[src/rtl/mem_ctrl_pkg.sv]
// Shared constants, length codes and state encoding for the byte-wide RAM controller.
package mem_ctrl_pkg;

   localparam int MEM_ADDR_BUS = 32;
   localparam int MEM_DATA_BUS = 32;
   localparam int IO_BIT_IDX   = 17;

   localparam logic [2:0] LEN_B = 3'b001;
   localparam logic [2:0] LEN_H = 3'b010;
   localparam logic [2:0] LEN_W = 3'b100;

   typedef enum logic [1:0] {
      IDLE  = 2'd0,
      READ  = 2'd1,
      DONE  = 2'd2,
      WRITE = 2'd3
   } state_t;

   // Malformed one-hot codes fall back to a full word.
   function automatic logic [2:0] len_to_n(input logic [2:0] len);
      logic [2:0] n;
      case (len)
         LEN_B:   n = 3'd1;
         LEN_H:   n = 3'd2;
         default: n = 3'd4;
      endcase
      return n;
   endfunction

endpackage

[src/rtl/mem_ctrl_if.sv]
// Client and RAM-side signal bundle; master is the controller's view, slave the environment's.
interface mem_ctrl_if
   import mem_ctrl_pkg::*;
#(
   parameter int ADDR_W = MEM_ADDR_BUS,
   parameter int DATA_W = MEM_DATA_BUS
);
   logic              ram_read;
   logic [2:0]        ram_length;
   logic              ram_signed;
   logic [ADDR_W-1:0] ram_addr;
   logic              ram_busy;
   logic              ram_ready;
   logic [DATA_W-1:0] ram_data;
   logic              buffer_write;
   logic [2:0]        buffer_length;
   logic [ADDR_W-1:0] buffer_addr;
   logic [DATA_W-1:0] buffer_data;
   logic              buffer_busy;
   logic              inst_read;
   logic [ADDR_W-1:0] inst_addr;
   logic              inst_busy;
   logic              inst_ready;
   logic [DATA_W-1:0] inst_data;
   logic              io_buffer_full;
   logic [7:0]        mem_din;
   logic [7:0]        mem_dout;
   logic [ADDR_W-1:0] mem_a;
   logic              mem_wr;

   modport master (
      input  ram_read, ram_length, ram_signed, ram_addr,
      output ram_busy, ram_ready, ram_data,
      input  buffer_write, buffer_length, buffer_addr, buffer_data,
      output buffer_busy,
      input  inst_read, inst_addr,
      output inst_busy, inst_ready, inst_data,
      input  io_buffer_full, mem_din,
      output mem_dout, mem_a, mem_wr
   );

   modport slave (
      output ram_read, ram_length, ram_signed, ram_addr,
      input  ram_busy, ram_ready, ram_data,
      output buffer_write, buffer_length, buffer_addr, buffer_data,
      input  buffer_busy,
      output inst_read, inst_addr,
      input  inst_busy, inst_ready, inst_data,
      output io_buffer_full, mem_din,
      input  mem_dout, mem_a, mem_wr
   );
endinterface

[src/rtl/mem_ctrl_seq.sv]
// Byte sequencer: walks base..base+n-1, one byte per unstalled cycle, starting in the grant cycle.
module mem_ctrl_seq
   import mem_ctrl_pkg::*;
#(
   parameter int ADDR_W = MEM_ADDR_BUS
) (
   input  logic              clock,
   input  logic              reset,
   input  logic              start,
   input  logic [2:0]        start_n,
   input  logic [ADDR_W-1:0] start_addr,
   input  logic              stall,
   output logic [ADDR_W-1:0] addr,
   output logic [1:0]        idx,
   output logic              xfer,
   output logic              last
);
   logic              run;
   logic [1:0]        k;
   logic [2:0]        n;
   logic [ADDR_W-1:0] base;
   logic [ADDR_W-1:0] addr_q;
   logic              drive;
   logic [1:0]        cur_k;
   logic [2:0]        cur_n;
   logic [ADDR_W-1:0] cur_base;

   always_comb begin
      drive    = !reset && (start || run);
      cur_k    = start ? 2'd0 : k;
      cur_n    = start ? start_n : n;
      cur_base = start ? start_addr : base;
      idx      = cur_k;
      xfer     = drive && !stall;
      last     = xfer && ({1'b0, cur_k} == (cur_n - 3'd1));
      // Between transfers the address bus parks on the last byte driven.
      addr     = drive ? (cur_base + {{(ADDR_W-2){1'b0}}, cur_k}) : addr_q;
   end

   always_ff @(posedge clock) begin
      if (reset) begin
         run    <= 1'b0;
         k      <= 2'd0;
         addr_q <= '0;
      end else begin
         if (start) begin
            base <= start_addr;
            n    <= start_n;
         end
         if (drive)
            addr_q <= addr;
         if (xfer) begin
            run <= !last;
            k   <= last ? 2'd0 : cur_k + 2'd1;
         end else if (start) begin
            run <= 1'b1;
            k   <= 2'd0;
         end
      end
   end
endmodule

[src/rtl/mem_ctrl.sv]
// Single-port RAM controller: fixed-priority arbitration of write buffer, D-side reads and fetch,
// little-endian byte reassembly with sign/zero extension.
module mem_ctrl
   import mem_ctrl_pkg::*;
#(
   parameter int ADDR_W = MEM_ADDR_BUS,
   parameter int DATA_W = MEM_DATA_BUS,
   parameter int IO_BIT = IO_BIT_IDX
) (
   input logic        clock,
   input logic        reset,
   mem_ctrl_if.master bus
);
   state_t            state;
   logic              pend;
   logic [2:0]        pend_len;
   logic [ADDR_W-1:0] pend_addr;
   logic [DATA_W-1:0] pend_data;
   logic              rd_inst;
   logic              rd_signed;
   logic [2:0]        rd_n;
   logic [1:0]        cap_k;
   logic [DATA_W-1:0] asm_q;
   logic [DATA_W-1:0] asm_next;
   logic              ram_ready_q, inst_ready_q;
   logic [DATA_W-1:0] ram_data_q, inst_data_q;
   logic [7:0]        dout_q;

   logic              idle, gnt_wr, gnt_rd, gnt_if, start;
   logic [2:0]        start_len;
   logic [ADDR_W-1:0] start_addr;
   logic              wr_phase, stall, wr_xfer, buf_busy;
   logic [ADDR_W-1:0] seq_addr;
   logic [1:0]        seq_idx;
   logic              seq_xfer, seq_last;
   logic [7:0]        dout_c;

   function automatic logic [DATA_W-1:0] extend(input logic [DATA_W-1:0] raw,
                                                input logic [2:0] n, input logic sgn);
      logic [DATA_W-1:0] r;
      r = raw;
      case (n)
         3'd1:    r = {{(DATA_W-8){sgn & raw[7]}}, raw[7:0]};
         3'd2:    r = {{(DATA_W-16){sgn & raw[15]}}, raw[15:0]};
         default: r = raw;
      endcase
      return r;
   endfunction

   always_comb begin
      idle       = (state == IDLE) && !reset;
      gnt_wr     = idle && pend;
      gnt_rd     = idle && !pend && bus.ram_read;
      gnt_if     = idle && !pend && !bus.ram_read && bus.inst_read;
      start      = gnt_wr || gnt_rd || gnt_if;
      start_len  = gnt_wr ? pend_len  : (gnt_rd ? bus.ram_length : LEN_W);
      start_addr = gnt_wr ? pend_addr : (gnt_rd ? bus.ram_addr   : bus.inst_addr);
      wr_phase   = gnt_wr || (state == WRITE);
      stall      = wr_phase && pend_addr[IO_BIT] && bus.io_buffer_full;
      wr_xfer    = wr_phase && seq_xfer;
      dout_c     = wr_xfer ? pend_data[8*seq_idx +: 8] : dout_q;
      buf_busy   = pend || (state == WRITE);
      asm_next   = asm_q;
      asm_next[8*cap_k +: 8] = bus.mem_din;
   end

   mem_ctrl_seq #(.ADDR_W(ADDR_W)) u_seq (
      .clock      (clock),
      .reset      (reset),
      .start      (start),
      .start_n    (len_to_n(start_len)),
      .start_addr (start_addr),
      .stall      (stall),
      .addr       (seq_addr),
      .idx        (seq_idx),
      .xfer       (seq_xfer),
      .last       (seq_last)
   );

   always_ff @(posedge clock) begin
      if (reset) begin
         state        <= IDLE;
         pend         <= 1'b0;
         cap_k        <= 2'd0;
         ram_ready_q  <= 1'b0;
         inst_ready_q <= 1'b0;
         ram_data_q   <= '0;
         inst_data_q  <= '0;
         dout_q       <= 8'h00;
      end else begin
         ram_ready_q  <= 1'b0;
         inst_ready_q <= 1'b0;
         if (wr_xfer)
            dout_q <= dout_c;
         // A pulse while busy cannot happen legally and is dropped.
         if (bus.buffer_write && !buf_busy) begin
            pend      <= 1'b1;
            pend_len  <= bus.buffer_length;
            pend_addr <= bus.buffer_addr;
            pend_data <= bus.buffer_data;
         end
         case (state)
            IDLE: begin
               if (gnt_wr) begin
                  pend <= 1'b0;
                  if (!seq_last)
                     state <= WRITE;
               end else if (gnt_rd || gnt_if) begin
                  state     <= READ;
                  rd_inst   <= gnt_if;
                  rd_signed <= bus.ram_signed;
                  rd_n      <= len_to_n(start_len);
                  cap_k     <= 2'd0;
                  asm_q     <= '0;
               end
            end
            READ: begin
               // RAM returns each byte one cycle after its address.
               asm_q <= asm_next;
               if ({1'b0, cap_k} == (rd_n - 3'd1)) begin
                  state <= DONE;
                  if (rd_inst) begin
                     inst_ready_q <= 1'b1;
                     inst_data_q  <= asm_next;
                  end else begin
                     ram_ready_q <= 1'b1;
                     ram_data_q  <= extend(asm_next, rd_n, rd_signed);
                  end
               end else begin
                  cap_k <= cap_k + 2'd1;
               end
            end
            DONE:  state <= IDLE;
            WRITE: if (seq_last) state <= IDLE;
            default: state <= IDLE;
         endcase
      end
   end

   assign bus.ram_busy    = (state != IDLE);
   assign bus.inst_busy   = (state != IDLE);
   assign bus.buffer_busy = buf_busy;
   assign bus.ram_ready   = ram_ready_q;
   assign bus.ram_data    = ram_data_q;
   assign bus.inst_ready  = inst_ready_q;
   assign bus.inst_data   = inst_data_q;
   assign bus.mem_a       = seq_addr;
   assign bus.mem_wr      = wr_xfer;
   assign bus.mem_dout    = dout_c;
endmodule

[src/flat_wrapper.sv]
// flat-port wrapper written by rule: the top's interface ports become plain ports
module mem_ctrl_flat import mem_ctrl_pkg::*;
#(
   parameter int ADDR_W = MEM_ADDR_BUS,
   parameter int DATA_W = MEM_DATA_BUS,
   parameter int IO_BIT = IO_BIT_IDX
)
  (clock, reset, bus_ram_read, bus_ram_length, bus_ram_signed, bus_ram_addr, bus_ram_busy, bus_ram_ready, bus_ram_data, bus_buffer_write, bus_buffer_length, bus_buffer_addr, bus_buffer_data, bus_buffer_busy, bus_inst_read, bus_inst_addr, bus_inst_busy, bus_inst_ready, bus_inst_data, bus_io_buffer_full, bus_mem_din, bus_mem_dout, bus_mem_a, bus_mem_wr);
  mem_ctrl_if #(.ADDR_W(ADDR_W), .DATA_W(DATA_W)) bus_i ();
  input logic clock;
  input logic reset;
  input wire logic [$bits(bus_i.ram_read)-1:0] bus_ram_read;
  input wire logic [$bits(bus_i.ram_length)-1:0] bus_ram_length;
  input wire logic [$bits(bus_i.ram_signed)-1:0] bus_ram_signed;
  input wire logic [$bits(bus_i.ram_addr)-1:0] bus_ram_addr;
  output wire logic [$bits(bus_i.ram_busy)-1:0] bus_ram_busy;
  output wire logic [$bits(bus_i.ram_ready)-1:0] bus_ram_ready;
  output wire logic [$bits(bus_i.ram_data)-1:0] bus_ram_data;
  input wire logic [$bits(bus_i.buffer_write)-1:0] bus_buffer_write;
  input wire logic [$bits(bus_i.buffer_length)-1:0] bus_buffer_length;
  input wire logic [$bits(bus_i.buffer_addr)-1:0] bus_buffer_addr;
  input wire logic [$bits(bus_i.buffer_data)-1:0] bus_buffer_data;
  output wire logic [$bits(bus_i.buffer_busy)-1:0] bus_buffer_busy;
  input wire logic [$bits(bus_i.inst_read)-1:0] bus_inst_read;
  input wire logic [$bits(bus_i.inst_addr)-1:0] bus_inst_addr;
  output wire logic [$bits(bus_i.inst_busy)-1:0] bus_inst_busy;
  output wire logic [$bits(bus_i.inst_ready)-1:0] bus_inst_ready;
  output wire logic [$bits(bus_i.inst_data)-1:0] bus_inst_data;
  input wire logic [$bits(bus_i.io_buffer_full)-1:0] bus_io_buffer_full;
  input wire logic [$bits(bus_i.mem_din)-1:0] bus_mem_din;
  output wire logic [$bits(bus_i.mem_dout)-1:0] bus_mem_dout;
  output wire logic [$bits(bus_i.mem_a)-1:0] bus_mem_a;
  output wire logic [$bits(bus_i.mem_wr)-1:0] bus_mem_wr;
  assign bus_i.ram_read = bus_ram_read;
  assign bus_i.ram_length = bus_ram_length;
  assign bus_i.ram_signed = bus_ram_signed;
  assign bus_i.ram_addr = bus_ram_addr;
  assign bus_ram_busy = bus_i.ram_busy;
  assign bus_ram_ready = bus_i.ram_ready;
  assign bus_ram_data = bus_i.ram_data;
  assign bus_i.buffer_write = bus_buffer_write;
  assign bus_i.buffer_length = bus_buffer_length;
  assign bus_i.buffer_addr = bus_buffer_addr;
  assign bus_i.buffer_data = bus_buffer_data;
  assign bus_buffer_busy = bus_i.buffer_busy;
  assign bus_i.inst_read = bus_inst_read;
  assign bus_i.inst_addr = bus_inst_addr;
  assign bus_inst_busy = bus_i.inst_busy;
  assign bus_inst_ready = bus_i.inst_ready;
  assign bus_inst_data = bus_i.inst_data;
  assign bus_i.io_buffer_full = bus_io_buffer_full;
  assign bus_i.mem_din = bus_mem_din;
  assign bus_mem_dout = bus_i.mem_dout;
  assign bus_mem_a = bus_i.mem_a;
  assign bus_mem_wr = bus_i.mem_wr;
  mem_ctrl #(.ADDR_W(ADDR_W), .DATA_W(DATA_W), .IO_BIT(IO_BIT)) u_core (.clock(clock), .reset(reset), .bus(bus_i));
endmodule
[config.mk]
export PLATFORM = sky130hd
export DESIGN_NAME = mem_ctrl_flat
export DESIGN_NICKNAME = d
export VERILOG_FILES = /design/src/rtl/mem_ctrl_pkg.sv /design/src/rtl/mem_ctrl_if.sv /design/src/rtl/mem_ctrl_seq.sv /design/src/rtl/mem_ctrl.sv /design/src/flat_wrapper.sv
export SDC_FILE = /design/constraint.sdc
export NUM_CORES = 1
export LEC_CHECK = 0
export BUFFER_PORTS_ARGS = -buffer_cell sky130_fd_sc_hd__buf_2
export CAP_MARGIN = 30
export CORE_UTILIZATION = 57
export CTS_BUF_LIST = sky130_fd_sc_hd__clkbuf_8
export CTS_CLUSTER_DIAMETER = 100
export DETAILED_ROUTE_END_ITERATION = 10
export GPL_TIMING_DRIVEN = 0
export PLACE_DENSITY = 0.84
export SLEW_MARGIN = 20
export SYNTH_ARGS = -nofsm -noshare
export SYNTH_HDL_FRONTEND = slang
export SYNTH_HIERARCHICAL = 1
export SYNTH_SLANG_ARGS = --single-unit
[constraint.sdc]
create_clock -name clock -period 10.4 [get_ports clock]
set_clock_uncertainty 0.2 [all_clocks]
set_input_delay 3.12 -clock clock [delete_from_list [all_inputs] [get_ports clock]]
set_output_delay 3.12 -clock clock [all_outputs]
set_load 0.02 [all_outputs]
==> results of run 1 <==
-- path summary, 6_finish.rpt --
kind,start,end,slack (ps),cells after the start
setup / recovery,reset,bus_mem_a[22],150,16
setup reg to reg,u_core/state[0]$_SDFFE_PP0P_,u_core/u_seq/addr_q[16]$_SDFFE_PP0N_,6080,17
hold reg to reg,u_core/u_seq/addr_q[11]$_SDFFE_PP0N_,u_core/u_seq/addr_q[11]$_SDFFE_PP0N_,260,2
hold / removal,u_core/u_seq/addr_q[11]$_SDFFE_PP0N_,u_core/u_seq/addr_q[11]$_SDFFE_PP0N_,260,2
-- cell families (layout without fill, tap and decap cells) --
| family | count (synthesis) | in the layout | share of synthesized area [%] |
|---|---|---|---|
| compound gates | 237 | 237 | 13.8 |
| xor+xnor | 13 | 13 | 0.931 |
| fa+ha+maj | 12 | 12 | 1.29 |
| buf+inv | 111 | 453 | 4.49 |
| flops | 253 | 253 | 52.8 |
| mux | 90 | 90 | 8.76 |
| simple gates | 417 | 417 | 17.9 |
-- what timing repair did --
| item | in CTS | in global routing |
|---|---|---|
| endpoints found under the setup margin | 23 | 13 |
| pin swaps | 0 | 2 |
| gates cloned | 0 | 0 |
| setup buffers | 0 | 3 |
| gates resized for setup | 5 | 7 |
-- cell usage after synthesis (5+ instances only) --
| cell type | number |
|---|---|
| nand2_1 | 106 |
| inv_1 | 35 |
| dfxtp_1 | 114 |
| a22oi_1 | 11 |
| o31ai_1 | 15 |
| xnor2_1 | 10 |
| a32oi_1 | 8 |
| mux4_2 | 8 |
| and4_1 | 6 |
| nand3b_1 | 19 |
| nor3_1 | 8 |
| nand4_1 | 7 |
| mux2i_1 | 52 |
| edfxtp_1 | 139 |
| nor2_1 | 115 |
| nand2b_1 | 27 |
| and3_1 | 10 |
| a31oi_1 | 8 |
| buf_4 | 9 |
| and2_1 | 21 |
| mux2_4 | 8 |
| mux2_2 | 21 |
| buf_6 | 5 |
| o21ai_0 | 47 |
| o211ai_1 | 5 |
| nor2b_1 | 27 |
| clkbuf_1 | 37 |
| a21oi_1 | 36 |
| ha_1 | 11 |
| a211oi_1 | 51 |
| a311oi_1 | 16 |
| buf_2 | 17 |
| a41oi_1 | 15 |
| nand3_1 | 41 |
-- registers in the layout (all words and copies together) (netlist names) --
signal                 cells
u_core/bus.inst_data      32
u_core/asm_q              32
u_core/bus.ram_data       32
u_core/rd_inst             1
u_core/state               2
u_core/u_seq/n             3
u_core/pend_addr          32
u_core/u_seq/run           1
u_core/pend_len            3
u_core/u_seq/k             2
u_core/cap_k               2
u_core/u_seq/addr_q       32
u_core/bus.inst_ready      1
u_core/bus.ram_ready       1
u_core/rd_n                3
u_core/dout_q              8
u_core/rd_signed           1
u_core/u_seq/base         32
u_core/pend                1
u_core/pend_data          32
-- final cells by class --
| cell class | instances | area share [%] |
|---|---|---|
| timing repair buffer | 266 | 9.39 |
| clock buffer | 49 | 4.54 |
| clock inverter | 28 | 1.04 |
| buffer | 75 | 2.79 |
| tap | 275 | 2.32 |
| multi-input combinational | 769 | 35.6 |
| sequential | 253 | 43.5 |
| inverter | 35 | 0.884 |
-- power by group --
part	total, mW	leakage [nW]	switching, mW	internal [mW]
registers	1.18	2.24	0.0347	1.15
clock network	0.852	0.465	0.395	0.457
logic	0.617	3.49	0.392	0.224
total	2.65	6.19	0.822	1.83
-- metal layers --
layer / wire, um / GRT usage [%]
met5: 8 / 0
met4: 1080 / 11.9
met3: 3150 / 5.89
met2: 15600 / 47.8
met1: 13400 / 39.2
-- stage by stage --
| step | hold slack [ps] | instances | total power, mW | TNS, ps | util, % |
|---|---|---|---|---|---|
| 3_5_place_dp | 254 | 1671 | 1.80 | -4410 | 66.4 |
| 5_1_grt | 287 | 1750 | 2.76 | 0 | 70.7 |
| 3_3_place_gp | 248 | 1666 | 1.78 | -4180 | 66.0 |
| 4_1_cts | 262 | 1748 | 2.65 | 0 | 70.4 |
| 2_1_floorplan | 240 | 1133 | 1.60 | 0 | - |
| 6_report | 261 | 1750 | 2.65 | 0 | 70.7 |
-- worst register-to-register path: cells and delay by family, from the launching register on --
| kind | cells | cell delay (ps) |
|---|---|---|
| compound gates | 2 | 430 |
| fa+ha+maj | 2 | 690 |
| buf+inv | 7 | 1180 |
| flops | 1 | 320 |
| mux | 2 | 540 |
| simple gates | 4 | 830 |
==> metrics.yaml, run 1 <==
placement:
  hpwl_um: 24700
  port-buffer-count: 258
  pre_cts_ws_ps: -430
  placed_area_um2: 14000
  place_congestion: 0.942
worst_hold_path:
  hold_path_class: "register to register"
timing:
  finalSetupViolations: 0
  slew_viol_final: 0
  rsz0062_at_grt: "false"
  timing.final.crit_share_pct: 98.6
  hold_violations: 0
  slew_headroom_pct: 48.3
  worstMarginPinSlew_ps: 770
  setup_slack_ps: 150
  fin_crit_ps: 10250
  max_freq_mhz: 97.6
worst_setup_path:
  cp_slowest_cell: "or4b_4"
  path_delay_family: "simple AND/OR/NAND/NOR gates"
  cp_slowest_stage_delay_ps: 530
  cp.arrival_ps: 6930
  path_buf_inv: 7
  startpoint_type: "primary input"
  critPathRequiredTime_ps: 7080
  path_cells: "buf_2 > or4b_4 > nand2_1 > buf_6 > buf_6 > buf_6 > mux2_2 > ha_1 > inv_1 > fa_1 > a221oi_4 > buf_4 > nand3_4 > or3_1 > nand3_1 > buf_2"
  worst_setup_path_end_kind: "primary output"
  worstSetupPathType: "primary input to primary output"
  path_max_fanout: 19
  critPathMostFrequentCell: "buf_6"
global_route:
  grt_first_pass_wirelength_um: 50500
  grt_max_degree: 55
  grt_pass1_vias: 9545
  antenna_found_initial: 1
  overflow: 0
  grt.total_usage_pct: 29.6
finish:
  final_cell_mix: "275 x buf_2, 139 x edfxtp_1, 115 x nor2_1"
  final_common_cell: "buf_2"
  seqCellArea_um2: 6460
  final_nets: 1603
  nFillCells: 1562
  drive_gt1_share_pct: 29.4
  multi_input_area_um2: 5290
  area_growth_pct: 21.5
  insertedDiodeCount: 0
  finalInstanceArea_um2: 14900
clock_network:
  hold_buffers: 0
  root_buffer: "clkbuf_8"
  cts.htree.levels: 2
  clock_sinks: 253
  insertion_delay_ps: 550
  clk_pin_slew_ps: 60
  cts.path.max_buffers: 3
  cts_buffers: 42
  cts_tree: "built"
job:
  cap_viol_max_count: 0
pwr:
  p_per_area_nw_per_um2: 178
  vdd_drop_max_mv: 0.101
  p_leak_nw: 6.19
logic_synthesis:
  synth_area_um2: 12200
  synth_top_area_share_pct: 34.1
  synth_nets: 1294
  async_flop_share_pct: 0
  ys_seq_area_share_pct: 52.8
  ys.flop_type: "edfxtp_1"
  yosysTopAreaCell: "edfxtp_1"
  ys_types: 76
  synth_edf_count: 139
  synth_area_leaders: "edfxtp_1 34%, dfxtp_1 19%, mux2i_1 4.3%"
  syn_avg_cell_area_um2: 10.8
  synthCells: 1133
  yosys_register_bits: 253
  yosysWarnings: 6
detailed_routing:
  drtIter0Drc: 965
  antenna_left: 0
  drt-pass1-iter-count: 6
  wire_per_inst_um: 19.0
  wl_um: 33200
  vias: 10400
  drc_errors: 0
  vias_per_cell: 5.93
floorplanning:
  die_h_um: 148
  die_x_um: 148
  io_pins: 259
  initial_utilization_pct: 58.2
  row_count: 53
  die_area_um2: 22000
  core_area_um2: 21000
run_status:
  outcome: "finished clean"
(Power assumes the default switching activity.)
==> run 2, diff against run 1 <==
- CORE_UTILIZATION: 57 -> 51
- PLACE_DENSITY: 0.84 -> 0.79
- clock period: 10.4 -> 8.95 ns (I/O delays scaled with it)
==> run 2 against run 1 <==
  * Flip-flop and latch count unchanged
  * Cell count grew 3.6%
  * Clock-buffer cell count increased by 1
  * Design area increased by 2.0%
  * Global-route usage fell by 2.3 points
  * Non-clock buffer count grew 14
  * Largest power group unchanged
  * Highest routed layer unchanged
==> metrics.yaml, run 2 (synthesis gave the netlist of run 1 again) <==
run_status:
  outcome: "finished clean"
worst_hold_path:
  hp-start: "u_core/u_seq/addr_q[18]$_SDFFE_PP0N_"
  hold_path_class: "register to register"
  min_path_cells: 2
  whs_endpoint: "u_core/u_seq/addr_q[18]$_SDFFE_PP0N_"
worst_setup_path:
  r2r_end: "u_core/u_seq/addr_q[25]$_SDFFE_PP0N_"
  path_delay_family: "simple AND/OR/NAND/NOR gates"
  startpoint_type: "primary input"
  worstReg2RegStart: "u_core/state[0]$_SDFFE_PP0P_"
  worstSetupPathType: "primary input to primary output"
  reg2reg_depth: 16
  cp.arrival_ps: 5980
  worst_setup_path_end_kind: "primary output"
  critPathRequiredTime_ps: 6070
  critPathMostFrequentCell: "buf_12"
  cp_slowest_stage_delay_ps: 580
  path_buf_inv: 5
  cp_slowest_cell: "or4b_4"
  path_max_fanout: 10
  path_cells: "buf_2 > or4b_4 > nand2_4 > buf_12 > buf_12 > mux2_4 > ha_4 > inv_1 > fa_2 > a221oi_4 > nand2_1 > o311ai_1 > nand3_2 > buf_4"
  reg2reg_slack_ps: 5070
detailed_routing:
  wire_per_inst_um: 18.8
  antenna_left: 0
  vias: 10300
  vias_per_cell: 5.70
  drt-pass1-iter-count: 5
  wl_um: 34100
  drtIter0Drc: 1029
  drc_errors: 0
floorplanning:
  initial_utilization_pct: 52.1
  die_h_um: 157
  die_area_um2: 24600
  row_count: 56
  die_x_um: 157
  io_pins: 259
  core_area_um2: 23500
clock_network:
  cts_tree: "built"
  insertion_delay_ps: 550
  cts.htree.levels: 2
  root_buffer: "clkbuf_8"
  cts.path.max_buffers: 3
  clk_pin_slew_ps: 50
  clock_sinks: 253
  cts_buffers: 43
placement:
  hpwl_um: 25300
  port-buffer-count: 258
  place_congestion: 0.977
  placed_area_um2: 14000
global_route:
  overflow: 0
  grt_use_met1_pct: 35.0
  grt.total_usage_pct: 27.4
  grt-busiest-layer: "met2"
  use_met3_pct: 5.68
  antenna_found_initial: 3
  grt_pass1_vias: 9824
  grt_max_degree: 42
  use_met2_pct: 44.9
  grt_first_pass_wirelength_um: 51900
timing:
  timing.final.crit_share_pct: 99.0
  setup-tns-final_ps: 0
  slew_viol_final: 0
  fin_crit_ps: 8860
  slew_headroom_pct: 49.9
  worstMarginPinSlew_ps: 746
  hold_violations: 0
  max_freq_mhz: 113
  finalSetupViolations: 0
  whs_ps: 262
pwr:
  p_per_area_nw_per_um2: 206
  vdd_drop_max_mv: 0.122
  p_total_mw: 3.13
  p_leak_nw: 6.35
finish:
  final_nets: 1618
  drive_gt1_share_pct: 30.7
  post-route-util_pct: 64.6
  final_common_cell: "buf_2"
  area_growth_pct: 24.0
  finalInstanceArea_um2: 15200
  final_cell_mix: "275 x buf_2, 139 x edfxtp_1, 115 x nor2_1"
job:
  cap_viol_max_count: 0
-- run 2: power by group --
group / internal (mW) / switching, mW / total (mW)
Sequential: 1.33 / 0.0409 / 1.37
Combinational: 0.281 / 0.467 / 0.747
Clock: 0.542 / 0.465 / 1.01
Total: 2.15 / 0.973 / 3.13
-- run 2: cell type report --
| class | count | area, um^2 |
|---|---|---|
| antenna | 2 | 5.00 |
| buffer | 74 | 434 |
| clock buffer | 50 | 688 |
| clock inverter | 30 | 160 |
| fill | 1842 | 8310 |
| inverter | 35 | 131 |
| multi-input combinational | 769 | 5370 |
| sequential | 253 | 6460 |
| tap | 319 | 399 |
| timing repair buffer | 281 | 1520 |
-- run 2: worst reg2reg max path, cell delays in order, from the launching register on --
cell	delay (ps)
dfxtp_1	320
buf_2	200
nor4_4	410
buf_4	190
nand2_4	100
buf_4	220
mux2i_1	220
o21ai_1	110
mux2i_1	190
inv_1	80
ha_1	330
a21oi_4	100
nor4b_4	300
and4_1	250
buf_2	200
and4_1	250
o31ai_1	80
-- run 2: routing by layer --
layer,vias up,share of wire [%]
met4,4,3.3
met5,-,0.079
met3,90,8.9
met1,4829,40
li1,4869,-
met2,548,47
-- run 2: repair_timing --
item                       4_1_cts  5_1_grt
hold buffers                     0        0
setup endpoints to repair       31       22
pin swaps                        1        7
cloned                           0        2
gates resized for setup         20       21
setup buffers                    2       14
-- run 2: how the worst max path moves through the flow --
| stage | start | to | slack [ps] | depth (start not counted) |
|---|---|---|---|---|
| after floorplan | reset | bus_mem_a[28] | 60 | 15 |
| after global placement | reset | bus_mem_a[20] | -710 | 15 |
| after detailed placement | reset | bus_mem_a[30] | -780 | 15 |
| after CTS | reset | bus_mem_a[25] | -30 | 16 |
| after global routing | reset | bus_mem_a[29] | -30 | 17 |
| final | reset | bus_mem_a[30] | 90 | 14 |
-- run 2: metrics by stage --
stage	instances	worst slack, ps
detailed placement	1715	-780
finish	1813	86.5
global placement	1710	-706
global route	1812	-25.5
floorplan	1133	58.6
CTS	1795	-34.9
==> run 3, diff against run 2 <==
- SETUP_SLACK_MARGIN: default -> 0.15
==> run 3 against run 2 <==
  * Critical path depth grew 3
  * Flip-flop and latch count stayed put
  * Die area unchanged
  * Critical endpoint unchanged
==> metrics.yaml, run 3 (synthesis gave the netlist of run 1 again) <==
finish:
  post-route-util_pct: 65.2
  final_cells: 1818
  drive_gt1_share_pct: 31.9
  final_nets: 1627
  finalInstanceArea_um2: 15300
  area_growth_pct: 25.1
  final_common_cell: "buf_2"
  final_cell_mix: "265 x buf_2, 139 x edfxtp_1, 115 x nor2_1"
placement:
  dpl.cell_count: 1715
  place_congestion: 0.936
  placed_area_um2: 14000
  port-buffer-count: 258
  pre_cts_ws_ps: -835
  hpwl_um: 25100
clock_network:
  cts.path.max_buffers: 3
  cts_tree: "built"
  insertion_delay_ps: 540
  hold_buffers: 0
  cts_buffers: 42
  root_buffer: "clkbuf_8"
  cts.htree.levels: 2
  clk_pin_slew_ps: 60
  clock_sinks: 253
detailed_routing:
  drtIter0Drc: 1097
  drc_errors: 0
  wl_um: 34300
  wire_per_inst_um: 18.9
  vias_per_cell: 5.77
  drt-pass1-iter-count: 7
  vias: 10500
  antenna_left: 0
timing:
  timing.final.crit_share_pct: 97.8
  hold_violations: 0
  worstMarginPinSlew_ps: 733
  finalSetupViolations: 0
  rsz0062_at_grt: "true"
  setup-tns-final_ps: 0
  max_freq_mhz: 114
  setup_slack_ps: 194
  slew_headroom_pct: 51.1
  fin_crit_ps: 8760
  slew_viol_final: 0
pwr:
  power_switching_mw: 0.970
  p_leak_nw: 6.38
  vdd_drop_max_mv: 0.129
  p_int_mw: 2.13
  p_per_area_nw_per_um2: 203
  comb_power_share_pct: 25.0
  pwr-share-seq_pct: 44.3
  p_clk_share_pct: 30.7
  power.share.switching_pct: 31.3
job:
  cap_viol_max_count: 0
worst_setup_path:
  cp.arrival_ps: 5870
  path_max_fanout: 7
  worst_setup_path_end_kind: "primary output"
  startpoint_type: "primary input"
  critPathRequiredTime_ps: 6070
  reg2reg_depth: 12
  worstSetupPathType: "primary input to primary output"
floorplanning:
  row_count: 56
  die_x_um: 157
  io_pins: 259
  initial_utilization_pct: 52.1
  core_area_um2: 23500
  die_area_um2: 24600
  die_h_um: 157
global_route:
  use_met2_pct: 46.2
  grt-busiest-layer: "met2"
  grt_first_pass_wirelength_um: 52200
  grt_max_degree: 51
  grt_pass1_vias: 9946
  use_met3_pct: 6.01
  grt.total_usage_pct: 27.7
  grt_use_met1_pct: 34.3
  overflow: 0
  antenna_found_initial: 3
worst_hold_path:
  min_path_cells: 2
  hold_path_class: "register to register"
run_status:
  outcome: "finished clean"
[run 3: cell count changes in the layout (fill, tap and decap cells not counted), moves of 4 or more]
cell,previous run,this run
buf_4,26,40
nand2_1,104,100
o21ai_0,46,39
nand2_2,0,4
clkinv_1,3,9
o21ai_1,1,6
buf_2,275,265
inv_1,52,46
[run 3: layout make-up]
class | instances | area, um^2
Clock buffer | 49 | 674
Tap cell | 319 | 399
Fill cell | 1866 | 8170
Antenna cell | 2 | 5.00
Multi-Input combinational cell | 769 | 5440
Inverter | 35 | 131
Clock inverter | 26 | 108
Sequential cell | 253 | 6460
Timing Repair Buffer | 289 | 1620
Buffer | 76 | 464
[run 3: worst max-delay path: stages]
cell      delay (ps)
buf_2            140
or2_2            340
nand2_4           90
nand2_2           50
buf_6            110
buf_8            110
buf_12           110
buf_12           130
mux2_4           220
ha_4             160
inv_2             40
fa_2             390
a221oi_4         350
nand2_2          110
or4b_4           570
nand3_2          110
buf_6            120
[run 3: path summary, 6_finish.rpt]
| check | from | endpoint | slack [ps] |
|---|---|---|---|
| setup / recovery | bus_ram_read | bus_mem_a[30] | 190 |
| hold / removal | u_core/u_seq/addr_q[18]$_SDFFE_PP0N_ | u_core/u_seq/addr_q[18]$_SDFFE_PP0N_ | 260 |
| setup reg to reg | u_core/state[1]$_SDFFE_PP0P_ | u_core/state[1]$_SDFFE_PP0P_ | 5080 |
| hold reg to reg | u_core/u_seq/addr_q[18]$_SDFFE_PP0N_ | u_core/u_seq/addr_q[18]$_SDFFE_PP0N_ | 260 |
[run 3: through the flow]
stage / power [mW] / hold slack (ps)
6_report: 3.10 / 260
3_5_place_dp: 2.10 / 253
5_1_grt: 3.24 / 279
2_1_floorplan: 1.86 / 240
3_3_place_gp: 2.08 / 249
4_1_cts: 3.08 / 260
[run 3: power groups by stage]
| stage | Sequential (mW) | Combinational [mW] | Clock (mW) |
|---|---|---|---|
| floorplan | 1.39 | 0.469 | 0 |
| global route | 1.38 | 0.830 | 1.03 |
| global placement | 1.40 | 0.684 | 0 |
| CTS | 1.37 | 0.737 | 0.973 |
| detailed placement | 1.40 | 0.702 | 0 |
| finish | 1.37 | 0.774 | 0.952 |
[run 3: timing repair]
| item | in CTS | in global routing |
|---|---|---|
| pin swaps | 7 | 14 |
| endpoints found under the setup margin | 31 | 23 |
| endpoints found under the hold margin | 0 | 0 |
| gates resized for setup | 42 | 39 |
| setup buffers | 10 | 16 |
[run 3: per-layer routing]
metal	routed length [um]	vias up
li1	-	4879
met1	13600	4965
met2	16500	532
met3	2960	104
met4	1280	4
met5	27	-
